`src/rtl/down_counter_timer.sv`:
```
// Loadable down-counting timer with a one-cycle done pulse when the count reaches zero.
// Optional macro DOWN_COUNTER_TIMER_AUTO_RELOAD_EN turns the one-shot into a periodic timer that reloads on expiry.
// Latency: count steps one edge after start is seen, and done is registered. No backpressure: load/start/pause are sampled every edge.
module down_counter_timer #(
    parameter int WIDTH = 4
) (
    input  logic             clk,
    input  logic             reset,
    input  logic             load,
    input  logic [WIDTH-1:0] load_val,
    input  logic             start,
    input  logic             pause,
    output logic [WIDTH-1:0] count,
    output logic             busy,
    output logic             done
);

    typedef enum logic [1:0] {
        IDLE  = 2'd0,
        RUN   = 2'd1,
        PAUSE = 2'd2
    } state_t;

    state_t           r_state;
    logic [WIDTH-1:0] r_count;
    logic [WIDTH-1:0] r_reload;
    logic             r_done;
    logic             w_at_one;

    assign w_at_one = (r_count == WIDTH'(1));

    // Timer FSM: load has top priority and always returns to IDLE; done defaults low so it can only pulse.
    always_ff @(posedge clk or posedge reset) begin
        if (reset) begin
            r_state  <= IDLE;
            r_count  <= '0;
            r_reload <= '0;
            r_done   <= 1'b0;
        end else begin
            r_done <= 1'b0;
            if (load) begin
                r_count  <= load_val;
                r_reload <= load_val;
                r_state  <= IDLE;
            end else begin
                case (r_state)
                    IDLE: begin
                        if (start) begin
                            if (r_count != '0) begin
                                r_state <= RUN;
                            end else begin
                                // Starting an already-expired timer reports expiry immediately.
                                r_done <= 1'b1;
                            end
                        end
                    end
                    RUN: begin
                        if (pause) begin
                            r_state <= PAUSE;
                        end else if (r_count == '0) begin
                            // Unreachable in normal use; recover rather than wrap below zero.
                            r_state <= IDLE;
                        end else if (w_at_one) begin
                            r_done <= 1'b1;
`ifdef DOWN_COUNTER_TIMER_AUTO_RELOAD_EN
                            r_count <= r_reload;
`else
                            r_count <= '0;
                            r_state <= IDLE;
`endif
                        end else begin
                            r_count <= r_count - WIDTH'(1);
                        end
                    end
                    PAUSE: begin
                        // Resuming costs one edge: the count is held on the edge that leaves PAUSE.
                        if (!pause) begin
                            r_state <= RUN;
                        end
                    end
                    default: begin
                        r_state <= IDLE;
                    end
                endcase
            end
        end
    end

`ifndef DOWN_COUNTER_TIMER_AUTO_RELOAD_EN
    // The reload value is still captured on load but nothing consumes it in one-shot mode.
    logic w_unused_reload;
    assign w_unused_reload = ^r_reload;
`endif

    assign count = r_count;
    assign done  = r_done;
    assign busy  = (r_state == RUN) || (r_state == PAUSE);

endmodule

```
`config.mk`:
```
export PLATFORM = sky130hd
export DESIGN_NAME = down_counter_timer
export DESIGN_NICKNAME = d
export VERILOG_FILES = /design/src/rtl/down_counter_timer.sv
export SDC_FILE = /design/constraint.sdc
export NUM_CORES = 1
export LEC_CHECK = 0
export ABC_AREA = 1
export CELL_PAD_IN_SITES_DETAIL_PLACEMENT = 1
export CELL_PAD_IN_SITES_GLOBAL_PLACEMENT = 1
export CORE_MARGIN = 4
export CORE_UTILIZATION = 33
export CTS_CLUSTER_DIAMETER = 60
export DETAILED_ROUTE_END_ITERATION = 12
export PLACE_DENSITY_LB_ADDON = 0.2
export SLEW_MARGIN = 20
export SYNTH_ARGS = -nofsm -noshare
export SYNTH_HDL_FRONTEND = slang
export SYNTH_SLANG_ARGS = --single-unit
```
`constraint.sdc`:
```
create_clock -name clk -period 1.34 [get_ports clk]
set_input_delay 0.268 -clock clk [delete_from_list [all_inputs] [get_ports clk]]
set_output_delay 0.268 -clock clk [all_outputs]
set_load 0.01 [all_outputs]
```
==> impl_metrics.ini <==
[floorplanning]
design.core.area_mm2 = 0.00158
rows = 14
die_x_um = 49.8
start_util_pct = 36.5
die_h_um = 49.8
dieArea_mm2 = 0.00248
io_pins = 15

[placement]
detailedPlace.worstSlack_ps = -117
dpl.hpwl_um = 1190
io_buffers = 14
placed_area_um2 = 798
gp_congestion = 0.824

[pwr]
power.total_mw = 1.46
p_leak_nw = 0.434
switching_share_pct = 42.6
clkPwrFrac_pct = 13.4
p_seq_share_pct = 23.7
pwr_density_cell_mw_per_mm2 = 1680
power_frac_comb_pct = 62.9
power.net_switching_mw = 0.622
peakVddDrop_mv = 0.738
intPower_mw = 0.839

[drt]
wirelength_um = 1450
drt_iter0_drc = 1
drtPass1Iterations = 4
drt.antenna.violating_nets = 0
num_vias = 572
route.detailed.wl_per_inst_um = 12.6
drc = 0
via_per_inst = 4.97

[layout]
layout.nets = 116
drive_gt1_share_pct = 31.3
areaGrowthSynthToFinish_pct = 51.3
fillCellCount = 206
n_antenna_cell = 0
finish.instance_area_um2 = 871

[timing]
worst_hold_slack_ps = 253
fin_crit_ps = 1310
fin_crit_sh_pct = 97.7
worst_pin_slew_ps = 306
hold_viol = 0
setup_viol = 0
setup_ws_ps = 30.8
relSlewSlack_pct = 79.6
rsz0062_at_grt = true
slew_violations = 0
skew_ps = 4.99
max_freq_mhz = 764

[logic_synthesis]
synthCells = 73
synth_area_per_cell_um2 = 7.88
yosys-top-cells-count = 17 x nand2_1, 9 x inv_1, 7 x dfrtp_1, 7 x ha_1, 7 x nand3_1
ys.flop_type = dfrtp_1
synth.area.top_cells = dfrtp_1 30%, ha_1 15%, nand2_1 11%, nand3_1 6.1%, inv_1 5.9%
netlist_area_um2 = 576
synth_top_area_share_pct = 30.4
synthArstFlopShare_pct = 100
ys_seq_area_share_pct = 30.4
synth_seq_cells = 7
synth_nets = 89
yosys_warnings = 0
synth_cell_types = 19
yosysMostFrequentCell = nand2_1
synth_enable_flop_cells = 0
yosysTopAreaCell = dfrtp_1

[clock_tree]
h-tree-depth = 1
cts_buffers = 3
cts_setup_buffers = 0
cts-hold-fix-buffers = 0
cts_tree = yes
clk_pin_slew_ps = 50
clockBufferDepth = 2
clock_sink_count = 7
cts_root_buf = clkbuf_4
clock_latency_ps = 260

[global_routing]
grt_pass1_wl_um = 2510
grt_antenna_before_repair = 0
grt_max_degree = 8
grt_pass1_vias = 576
grtUsageTotal_pct = 13.6
gr-total-overflow = 0

[setup_path]
worstPathRequired_ps = 1070
endpoint_kind = output pin
critPathLaunchType = flop
worstSetupPathType = reg -> out
arrival_ps = 1040
reg2reg_setup_slack_ps = 100
reg2reg_depth = 8
r2r_start = count[0]
r2r-end = count[2]
cp_max_fo = 2

[outcome]
outcome = finished, final reports clean

[job]
maxCapViolCount = 0

[hold_path]
hp-class = in -> async
power groups by stage:
stage | registers, mW | logic, mW | clock network, mW
final | 0.346 | 0.918 | 0.196
after global routing | 0.358 | 1.02 | 0.226
after CTS | 0.342 | 0.799 | 0.210
after detailed placement | 0.340 | 0.837 | 0
after global placement | 0.341 | 0.826 | 0
after floorplan | 0.378 | 0.439 | 0
worst max-delay path, stage by stage (launching register included):
cell	delay, ps
dfrtp_1	390
inv_2	90
ha_4	200
buf_6	110
through the flow:
stage	utilization, %	cells	setup TNS (ps)
CTS	52.0	115	-20.2
detailed placement	50.6	111	-626
floorplan	-	73	0
finish	55.2	115	0
global route	55.2	115	-33.3
global placement	50.6	111	-446
per-layer routing:
metal | track usage [%] | share of wire (%) | wire length (µm)
met2 | 19.6 | 46 | 671
met1 | 17.6 | 47 | 685
met4 | 4.15 | 0.83 | 12
met3 | 6.63 | 5.8 | 84
met5 | 0 | 0 | 0
cells by family after synthesis:
family	after synthesis	share of synthesized area (%)
simple gates	41	39.8
buf+inv	10	6.74
compound gates	7	6.31
fa+ha+maj	7	15.2
flops	7	30.4
xor+xnor	1	1.52
sequential cells by signal, summed over array words and instances, names as in the netlist:
name,cells
count,4
r_state,2
done,1
area by class of cell:
type | instances | area (µm²) | share of cell area [%]
repair buffers | 23 | 206 | 23.7
multi-input cells | 56 | 408 | 46.8
well taps | 16 | 20.0 | 2.30
clock buffers | 4 | 26.3 | 3.02
flip-flops and latches | 7 | 176 | 20.3
inverters | 9 | 33.8 | 3.88
what timing repair did:
item                                    in CTS  in global routing
resized for setup                           14                 11
pin swaps                                    0                  2
gates cloned                                 0                  0
endpoints found under the setup margin       9                  8
placed cells by master, fill, tap and decap left out, types with 2 or more instances in the layout:
cell,count
nand2_1,17
clkdlybuf4s50_1,8
buf_4,8
nand3_1,7
dfrtp_1,6
inv_1,5
nor2_1,5
dlygate4sd2_1,5
inv_2,4
o21ai_0,3
nand4_1,3
ha_4,3
clkbuf_4,3
nand2_4,2
nand3_2,2
o21ai_1,2
ha_2,2
ha_1,2
buf_6,2
worst max-delay path by stage:
stage | to | slack, ps | startpoint
final | busy | 30 | r_state[0]
after floorplan | r_state[0] | 50 | count[0]
after detailed placement | busy | -120 | r_state[0]
after CTS | busy | -20 | r_state[0]
after global routing | busy | -20 | r_state[1]
after global placement | busy | -120 | r_state[0]
Note: power is estimated with default switching activity, not from simulation.
